===== src/rtl/alu_input_sequencer.sv =====
// rtl/alu_input_sequencer.sv - debounced three-button operand/opcode entry sequencer for an ALU
// Buttons are synchronized, debounced and edge-detected, then drive a SEL_OP/LOAD_A/LOAD_B/SHOW FSM.
module alu_input_sequencer #(
  parameter int N          = 4,
  parameter int DEB_CYCLES = 500000
) (
  input  logic         clk,
  input  logic         rst,
  input  logic [N-1:0] sw,
  input  logic         btn_next,
  input  logic         btn_prev,
  input  logic         btn_enter,
  output logic [N-1:0] a,
  output logic [N-1:0] b,
  output logic [3:0]   control,
  output logic         alu_valid,
  output logic [1:0]   state
);

  localparam int CW = (DEB_CYCLES < 2) ? 1 : $clog2(DEB_CYCLES + 1);
  localparam logic [CW-1:0] CNT_LAST = CW'(DEB_CYCLES - 1);
  localparam int BTN_NEXT  = 0;
  localparam int BTN_PREV  = 1;
  localparam int BTN_ENTER = 2;

  typedef enum logic [1:0] {
    SEL_OP = 2'd0,
    LOAD_A = 2'd1,
    LOAD_B = 2'd2,
    SHOW   = 2'd3
  } state_t;

  logic [2:0]    w_raw;
  logic [2:0]    r_sync1;
  logic [2:0]    r_sync2;
  logic [2:0]    r_lvl;
  logic [2:0]    r_evt;
  logic [CW-1:0] r_cnt [3];

  assign w_raw = {btn_enter, btn_prev, btn_next};

  // The press pulse is raised on the same edge the accepted level falls, so the FSM
  // acts on it one cycle later: 2 sync + DEB_CYCLES qualify + 1 register stage.
  always_ff @(posedge clk or posedge rst) begin
    if (rst) begin
      r_sync1 <= 3'b111;
      r_sync2 <= 3'b111;
      r_lvl   <= 3'b111;
      r_evt   <= 3'b000;
      for (int i = 0; i < 3; i++) begin
        r_cnt[i] <= '0;
      end
    end else begin
      r_sync1 <= w_raw;
      r_sync2 <= r_sync1;
      r_evt   <= 3'b000;
      for (int i = 0; i < 3; i++) begin
        if (r_sync2[i] == r_lvl[i]) begin
          r_cnt[i] <= '0;
        end else if (r_cnt[i] == CNT_LAST) begin
          r_cnt[i] <= '0;
          r_lvl[i] <= r_sync2[i];
          r_evt[i] <= ~r_sync2[i];
        end else begin
          r_cnt[i] <= r_cnt[i] + CW'(1);
        end
      end
    end
  end

  state_t       r_state;
  state_t       w_state_nxt;
  logic [3:0]   r_control;
  logic [3:0]   w_control_nxt;
  logic [N-1:0] r_a;
  logic [N-1:0] w_a_nxt;
  logic [N-1:0] r_b;
  logic [N-1:0] w_b_nxt;
  logic         r_valid;
  logic         w_valid_nxt;

  always_ff @(posedge clk or posedge rst) begin
    if (rst) begin
      r_state   <= SEL_OP;
      r_control <= 4'd0;
      r_a       <= '0;
      r_b       <= '0;
      r_valid   <= 1'b0;
    end else begin
      r_state   <= w_state_nxt;
      r_control <= w_control_nxt;
      r_a       <= w_a_nxt;
      r_b       <= w_b_nxt;
      r_valid   <= w_valid_nxt;
    end
  end

  // Enter wins over next, next wins over prev; losers in the same cycle are dropped.
  always_comb begin
    w_state_nxt   = r_state;
    w_control_nxt = r_control;
    w_a_nxt       = r_a;
    w_b_nxt       = r_b;
    w_valid_nxt   = r_valid;
    case (r_state)
      SEL_OP: begin
        w_valid_nxt = 1'b0;
        if (r_evt[BTN_ENTER]) begin
          w_state_nxt = LOAD_A;
        end else if (r_evt[BTN_NEXT]) begin
          w_control_nxt = (r_control >= 4'd9) ? 4'd0 : r_control + 4'd1;
        end else if (r_evt[BTN_PREV]) begin
          w_control_nxt = (r_control == 4'd0 || r_control > 4'd9) ? 4'd9 : r_control - 4'd1;
        end
      end
      LOAD_A: begin
        w_valid_nxt = 1'b0;
        if (r_evt[BTN_ENTER]) begin
          w_a_nxt     = sw;
          w_state_nxt = LOAD_B;
        end
      end
      LOAD_B: begin
        w_valid_nxt = 1'b0;
        if (r_evt[BTN_ENTER]) begin
          w_b_nxt     = sw;
          w_valid_nxt = 1'b1;
          w_state_nxt = SHOW;
        end
      end
      SHOW: begin
        w_valid_nxt = 1'b1;
        if (r_evt[BTN_ENTER]) begin
          w_valid_nxt = 1'b0;
          w_state_nxt = SEL_OP;
        end
      end
      default: begin
        w_state_nxt = SEL_OP;
        w_valid_nxt = 1'b0;
      end
    endcase
  end

  assign a         = r_a;
  assign b         = r_b;
  assign control   = r_control;
  assign alu_valid = r_valid;
  assign state     = r_state;

endmodule


===== config.mk =====
export PLATFORM = sky130hd
export DESIGN_NAME = alu_input_sequencer
export DESIGN_NICKNAME = d
export VERILOG_FILES = /design/src/rtl/alu_input_sequencer.sv
export SDC_FILE = /design/constraint.sdc
export NUM_CORES = 1
export LEC_CHECK = 0
export CAP_MARGIN = 15
export CORE_UTILIZATION = 60
export DETAILED_ROUTE_END_ITERATION = 8
export PLACE_DENSITY = 0.8
export SLEW_MARGIN = 20
export SYNTH_ARGS = -nofsm -noshare
export SYNTH_HDL_FRONTEND = slang
export SYNTH_SLANG_ARGS = --single-unit

===== constraint.sdc =====
create_clock -name clk -period 6.2 [get_ports clk]
set_clock_uncertainty 0.1 [all_clocks]
set_input_delay 0.62 -clock clk [delete_from_list [all_inputs] [get_ports clk]]
set_output_delay 0.62 -clock clk [all_outputs]
set_load 0.05 [all_outputs]

Word-level counts from Yosys, hierarchy flattened --
Cells that the tools add are included.
Word-level totals: register bits 84, output and inout port bits 15, word-level logic and storage cells 77
Operators by class: reduce and logical (&&, ||, !) cells 12, bitwise gates (word level) 7, order comparisons 2, add/sub/neg operators 5, multiplexer cells 24, equal/unequal tests 13
Operators with widths (number):
- 19-bit 2-to-1 mux | 6
- 19-bit by 1-bit adder with 19-bit output (second input constant) | 3
- 19-bit == test (second input constant) | 3
- 4-bit 2-to-1 mux | 4
- 2-bit AND reduction | 5
- 1-bit 2-to-1 mux | 8
- 2-bit 2-to-1 mux | 4
- 2-bit inequality test (second input constant) | 4
- 2-bit one-hot mux with 4 select lines | 1
- 1-bit inverter | 7
- 4-bit by 1-bit adder with 4-bit output (second input constant) | 1
- 2-bit == test (second input constant) | 2
- 4-bit >= comparator (second input constant) | 1
- 4-bit greater-than comparator (second input constant) | 1
- 4-bit logical NOT | 1
- 4-bit AND reduction | 1
- 4-bit by 1-bit subtractor with 4-bit output (second input constant) | 1
- 1-bit == test | 3
- 1-bit one-hot mux with 3 select lines | 1
- 3-bit AND reduction | 1
- 2-bit by 1-bit == test with 1-bit output (second input constant) | 1
- 2-bit logical NOT | 1
- 2-bit nonzero test | 1
- 2-bit OR reduction | 1
- 1-bit logical OR | 1

Longest topological paths before layout --
Gate-level depths: netlist of run 1.
depth after elaboration 5, mapped depth 6, mapped depth without buffers 6

Least setup slack after synthesis of run 1 --
OpenSTA, ideal clock, no wires.
kind register -> register, start register r_control[1], in the netlist control[1], end register r_control[3], in the netlist control[3], arrival time 2057 ps, slack 3966 ps, cell stages (with the launch flop) 7, period minus slack after synthesis 2234 ps, required time 6023 ps, path through dfrtp_1 -> inv_1 -> ha_1 -> or3b_2 -> o21a_1 -> o221a_2 -> o21ai_1
On the way: cells in the longest elaborated chain, start to end 5, elaborated cells between the ends (all ways) 10, classes of those cells 2 x add/sub; 2 x order compare; 4 x mux; 2 x reduce/logical
RTL lines:
- start: declaration | line 73 | logic [3:0] r_control;
- start signal: assignment | line 91 | r_control <= w_control_nxt;
- 4-bit greater-than comparator or 4-bit logical NOT (tied branches) | line 113 | w_control_nxt = (r_control == 4'd0 || r_control > 4'd9) ? 4'd9 : r_control - 4'd1;
- 1-bit logical OR | line 113
- 4-bit 2-to-1 mux | line 113
- 4-bit 2-to-1 mux | line 112 | end else if (r_evt[BTN_PREV]) begin
- 4-bit 2-to-1 mux * | line 110 | end else if (r_evt[BTN_NEXT]) begin
Every way passes the cells marked *; elsewhere a longest branch is shown, timed or not. The select of a mux whose other input is x is not followed. A chain may end at the register's enable or synchronous reset.

Worst setup path in the final report of run 1 --
start register r_control[3], in the netlist control[3], end output control[3]
RTL lines:
- end: declaration | line 15 | output logic [3:0] control,
No word-level cell between the ends.

==> results of run 1 <==
## metrics by stage
step	utilization, %	area, um2
3_5_place_dp	66.92	4547
5_1_grt	69.71	4736
4_1_cts	69.65	4732
6_report	69.71	4736
3_3_place_gp	66.92	4547
2_1_floorplan	-	4219
## layout by cell type, fill, tap and decap left out, types with 2 or more instances in the layout
master / count
nor4_4: 2
nor2b_1: 3
clkinv_4: 3
nor2_1: 61
nor4_1: 21
o21ai_1: 2
mux2_2: 11
nand4_2: 2
nand3b_1: 3
inv_1: 12
dfrtp_1: 75
nor4b_1: 3
dfstp_2: 9
or4_1: 2
nor3_1: 13
and3_1: 5
clkinv_2: 2
nor3b_1: 3
clkdlybuf4s50_1: 23
nand2_1: 21
clkbuf_8: 10
xnor2_1: 36
nand4_1: 14
and4_1: 3
mux2i_1: 4
o21ai_0: 8
a21oi_1: 9
ha_1: 11
xor2_1: 13
nand3_1: 22
## flip-flops by register name, indices dropped and copies added (netlist names)
signal and count:
r_cnt 57, a 4, b 4, control 4, r_evt 3, r_lvl 3
r_sync1 3, r_sync2 3, state 2, alu_valid 1
## cell families (layout without fill, tap and decap cells)
logic type                 after synthesis  after routing  synth area share (%)
muxes                                   16             16                 4.241
adders and majority gates               11             11                 3.262
buffers and inverters                   19             53                 1.898
and+or+nand+nor                        190            190                 25.00
xor gates and xnor gates                49             49                 10.17
AOI/OAI and AO/OA                       33             33                 5.339
DFF                                     84             84                 50.09
## report_power, final
group	internal (mW)	switching, mW	total [mW]
clock	0.159	0.202	0.361
combinational	0.0176	0.0324	0.0499
sequential	0.558	0.00923	0.568
total	0.735	0.244	0.979
## layer usage
metal | part of all wire, % | global-route usage, % | routed length (um) | vias to the layer above
met3 | 3.0 | 3.272 | 229 | 10
met5 | 0 | 0 | 0 | -
met4 | 1.6 | 9.242 | 121 | 0
li1 | - | - | - | 1501
met1 | 48 | 32.73 | 3689 | 1493
met2 | 47 | 35.35 | 3653 | 70
## cell usage after synthesis, types with 4 or more instances
| master | instances | share of area, % |
|---|---|---|
| a21oi_1 | 9 | 1.1 |
| and3_1 | 5 | 0.74 |
| dfrtp_1 | 75 | 44 |
| dfstp_2 | 9 | 5.6 |
| ha_1 | 11 | 3.3 |
| inv_1 | 13 | 1.2 |
| mux2_2 | 11 | 2.9 |
| mux2i_1 | 4 | 0.95 |
| nand2_1 | 21 | 1.9 |
| nand3_1 | 22 | 2.6 |
| nand4_1 | 14 | 2.1 |
| nor2_1 | 61 | 5.4 |
| nor3_1 | 13 | 1.5 |
| nor4_1 | 21 | 3.1 |
| o21ai_0 | 8 | 0.95 |
| xnor2_1 | 36 | 7.5 |
| xor2_1 | 13 | 2.7 |
## cell type report
type | count | area (um2) | area share [%]
multi-input cells | 299 | 2026 | 42.77
clock inverters | 6 | 47.55 | 1.004
flip-flops and latches | 84 | 2113 | 44.62
clock buffers | 10 | 137.6 | 2.906
repair buffers | 24 | 241.5 | 5.099
well taps | 96 | 120.1 | 2.536
inverters | 13 | 50.05 | 1.057
## worst max path at each step
stage	cells after the start	from	end
final	1	control[3]	control[3]
after global routing	1	control[3]	control[3]
after CTS	1	control[3]	control[3]
after detailed placement	5	r_cnt[0]	r_cnt[5]
after global placement	5	r_cnt[0]	r_cnt[3]
after floorplan	1	rst	a[0]
==> flow_metrics.tcl, run 1 <==
set metrics [dict create \
    worstHoldEndpoint "r_sync2[0]" \
    worst_hold_path.num_cells 0 \
    total_leakage_power_nw 1.887 \
    insertedDiodeCount 0 \
    slack_of_the_worst_reg_to_reg_path_ns 3.95 \
    vdd_drop_max_v 0.0001851 \
    place.detailed.instances 516 \
    preCtsSetupSlack_ns 3.974 \
    cts_root_buffer "clkbuf_8" \
    drt_first_iter_violations 151 \
    fp.coreArea_mm2 0.006794 \
    critical_path.max_stage_delay_ns 0.87 \
    hold_class "flip-flop to flip-flop" \
    ys.flop_type "dfrtp_1" \
    fin_crit_ns 2.470 \
    drive_above_1_share_pct 12.16 \
    design.final.nets 451 \
    holdBufCountCts 0 \
    netlist-cell-type-count 56 \
    floorplan.die_area_mm2 0.007371 \
    antenna_found_initial 0 \
    mappedNetlistNets 422 \
    netlist_instances 402 \
    tritoncts_num_sinks 84 \
    dr_total_vias 3074 \
    pin_count_of_the_biggest_net_entering_global_routing 85 \
    ys_ff_latch 84 \
    async_flop_share_pct 100.0 \
    power-per-cell-area_mw_per_mm2 206.7 \
    area_delta_synth_final_pct 12.25 \
    setup_ws_ns 3.730 \
    report.final.slew_viol_count 0 \
    first_global_vias 2874 \
    cts.repair_timing.setup_buffer_count 0 \
    worst-setup-path-type "flip-flop to output port" \
    finalHoldWorstSlack_ns 0.2588 \
    routed_wl_mm 7.694 \
    fill_cells 508 \
    min_period_over_period_pct 39.84 \
    worst_skew_pair.late_latency_ns 0.35 \
    cts_resized 0 \
    firstDrtPassIters 4 \
    via_per_inst 5.778 \
    count_of_h_tree_levels_built_during_cts 3 \
    relSlewSlack_pct 32.28 \
    critical_path.reg2reg.startpoint "r_cnt[0]" \
    fp-row-count 30 \
    run_status "finished clean" \
    cts.path.max_buffers 2 \
    place_hpwl_mm 5.319 \
    critPathMaxFanout 12 \
    crit_chain "clkdlybuf4s50_1" \
    hold_viol_final 0 \
    critical-path-slowest-cell "clkdlybuf4s50_1" \
    unrepaired_setup_endpoints_after_global_routing "no" \
    r2r_cells 5 \
    die_h_um 85.86 \
    finalWeightedCongestion 0.8350 \
    critPathBufInv 1 \
    cts_inserted_buffers 9 \
    cpLargestDelayFamily "buffers and inverters" \
    timing.hold.worst.start "r_sync1[0]" \
    worstMarginPinSlew_ns 1.009 \
    regToRegEndpoint "r_cnt[5]" \
    wl_per_cell_um 14.46 \
    count_of_flip_flops_with_a_built_in_enable_after_synthesis 0 \
    design.portCount 24 \
    drv_cap 0 \
    wire_length_of_the_first_global_routing_pass_mm 13.31 \
    crit_path_capture_type "output port" \
    track_usage_pct 22.84 \
    synth.cell_area_mm2 0.004219 \
    drtAntennaViolNets 0 \
    path_clk_slew_ns 0.08 \
    average_size_of_a_mapped_cell_um2 10.50 \
    cts_tree "yes" \
    worst_ep_required_time_ns 5.48 \
    grt_overflow 0 \
    synth-warning-count 0 \
    die_width_um 85.86 \
    synth_seq_area_share_pct 50.09 \
    final_cells 532 \
    initial_core_util_pct 62.10 \
    achievable_clock_frequency_ghz 0.4049 \
    io_buffer_count 23 \
    detail_route.drc_violations 0 \
    report.power.total_mw 0.9790 \
    timing.setup.tns_ns 0 \
    setup_viol 0 \
    startpoint_type "flip-flop" \
    critPathArrivalTime_ns 1.75 \
]
(Power assumes the default switching activity.)
==> run 2, diff against run 1 <==
- CORE_UTILIZATION: 60 -> 54
- PLACE_DENSITY: 0.8 -> 0.76
- clock period: 6.2 -> 2.2 ns (I/O delays scaled with it)
==> flow_metrics.tcl, run 2 (same netlist as run 1, synthesis figures left out) <==
set metrics [dict create \
    run_status "finished clean" \
    via_per_inst 5.600 \
    fill_cells 584 \
    fin_crit_ns 2.084 \
    dr_total_vias 3024 \
    track_usage_pct 20.67 \
    largest_register "r_cnt" \
    insertedDiodeCount 0 \
    grt_overflow 0 \
    critPathBufInv 1 \
    drv_cap 0 \
    hold_viol_final 0 \
    die_width_um 90.39 \
    place_hpwl_mm 5.387 \
    total_leakage_power_nw 1.931 \
    layout_commonest_cell "dfrtp_1" \
    report.final.slew_viol_count 0 \
    largest_reg_flops 57 \
    pin_count_of_the_biggest_net_entering_global_routing 85 \
    design.final.nets 456 \
    drive_above_1_share_pct 12.93 \
    fp-row-count 31 \
    worst_ep_required_time_ns 1.88 \
    drt_first_iter_violations 139 \
    critical-path-slowest-cell "clkdlybuf4s50_1" \
    setup_viol 0 \
    holdBufCountCts 0 \
    finalWeightedCongestion 0.8319 \
    cts_tree "yes" \
    drtAntennaViolNets 0 \
    path_clk_slew_ns 0.09 \
    tritoncts_num_sinks 84 \
    io_buffer_count 23 \
    routed_wl_mm 7.762 \
    relSlewSlack_pct 65.59 \
    worstMarginPinSlew_ns 0.5145 \
    count_of_h_tree_levels_built_during_cts 3 \
    firstDrtPassIters 4 \
    final_cell_mix "74 x dfrtp_1, 61 x nor2_1, 36 x xnor2_1" \
    worst_skew_pair.late_latency_ns 0.35 \
    cts.path.max_buffers 2 \
    antenna_found_initial 0 \
    startpoint_type "flip-flop" \
    min_period_over_period_pct 94.74 \
    detail_route.drc_violations 0 \
    cts.repair_timing.setup_buffer_count 0 \
    post_dp_cell_area_mm2 0.004604 \
    fp.coreArea_mm2 0.007408 \
    critical_path.max_stage_delay_ns 0.87 \
    first_global_vias 3025 \
    design.portCount 24 \
    critPathArrivalTime_ns 1.76 \
    final_area_mm2 0.004832 \
    cts_resized 0 \
    initial_core_util_pct 56.95 \
    cts_root_buffer "clkbuf_8" \
    floorplan.die_area_mm2 0.008170 \
    report.power.total_mw 2.980 \
    cts_inserted_buffers 9 \
    hold_class "primary input to flip-flop" \
    wl_per_cell_um 14.37 \
    vdd_drop_max_v 0.0004123 \
    achievable_clock_frequency_ghz 0.4798 \
    power-per-cell-area_mw_per_mm2 616.7 \
    timing.setup.tns_ns 0 \
    worst-setup-path-type "flip-flop to output port" \
    critPathMaxFanout 12 \
    unrepaired_setup_endpoints_after_global_routing "no" \
    cpLargestDelayFamily "buffers and inverters" \
    wire_length_of_the_first_global_routing_pass_mm 13.60 \
    area_delta_synth_final_pct 14.53 \
    crit_chain "clkdlybuf4s50_1" \
    crit_path_capture_type "output port" \
    die_h_um 90.39 \
]
## run 2: changes by cell type in the layout (fill, tap and decap cells not counted), sizes merged
cell    previous run  this run
clkbuf            10        13
inv               13        12
clkinv             5         1
buf                1         6
bufinv             0         2
## run 2: layer usage
layer | routed length, um | up-vias | global-route usage, %
met5 | 0 | - | 0
met4 | 44 | 0 | 6.452
met3 | 245 | 4 | 4.714
met2 | 3801 | 49 | 33.97
met1 | 3670 | 1480 | 27.31
li1 | - | 1491 | -
## run 2: worst paths after layout
| check | from | to | slack (ns) | cells after the start |
|---|---|---|---|---|
| min in group asynchronous | rst | r_cnt[9] | 0.23 | 3 |
| hold reg to reg | r_sync1[2] | r_sync2[2] | 0.26 | 0 |
| hold / removal | btn_next | r_sync1[0] | 0.17 | 1 |
| setup reg to reg | control[0] | control[3] | 0.14 | 6 |
| setup / recovery | control[3] | control[3] | 0.12 | 1 |
| max in group asynchronous | rst | control[1] | 1.38 | 3 |
## run 2: power breakdown
group	internal, mW	switching, mW
Clock	0.705	0.526
Combinational	0.0555	0.0927
Sequential	1.57	0.0267
## run 2: metrics by stage
stage               setup WS (ns)  util (%)  std cells  hold WS, ns
global placement           0.2524     62.15        524       0.2464
floorplan                 0.06986         -        402       0.1245
CTS                        0.1001     65.23        540       0.1559
global route              0.04343     65.23        540       0.1518
finish                     0.1156     65.23        540       0.1718
detailed placement         0.1571     62.15        524       0.2478
## run 2: final cells by class
type                    count  area, um2  share of cell area (%)
clock inverters             3      68.82                   1.424
flip-flops and latches     84       2115                   43.76
multi-input cells         299       2026                   41.92
clock buffers              13      158.9                   3.288
inverters                  13      52.55                   1.088
repair buffers             29      287.8                   5.955
well taps                  99      123.9                   2.563
==> run 3, diff against run 2 <==
- CAP_MARGIN: 15 -> unset
==> results of run 3 <==
Final layout, timing and power as in run 2 (identical DEF).
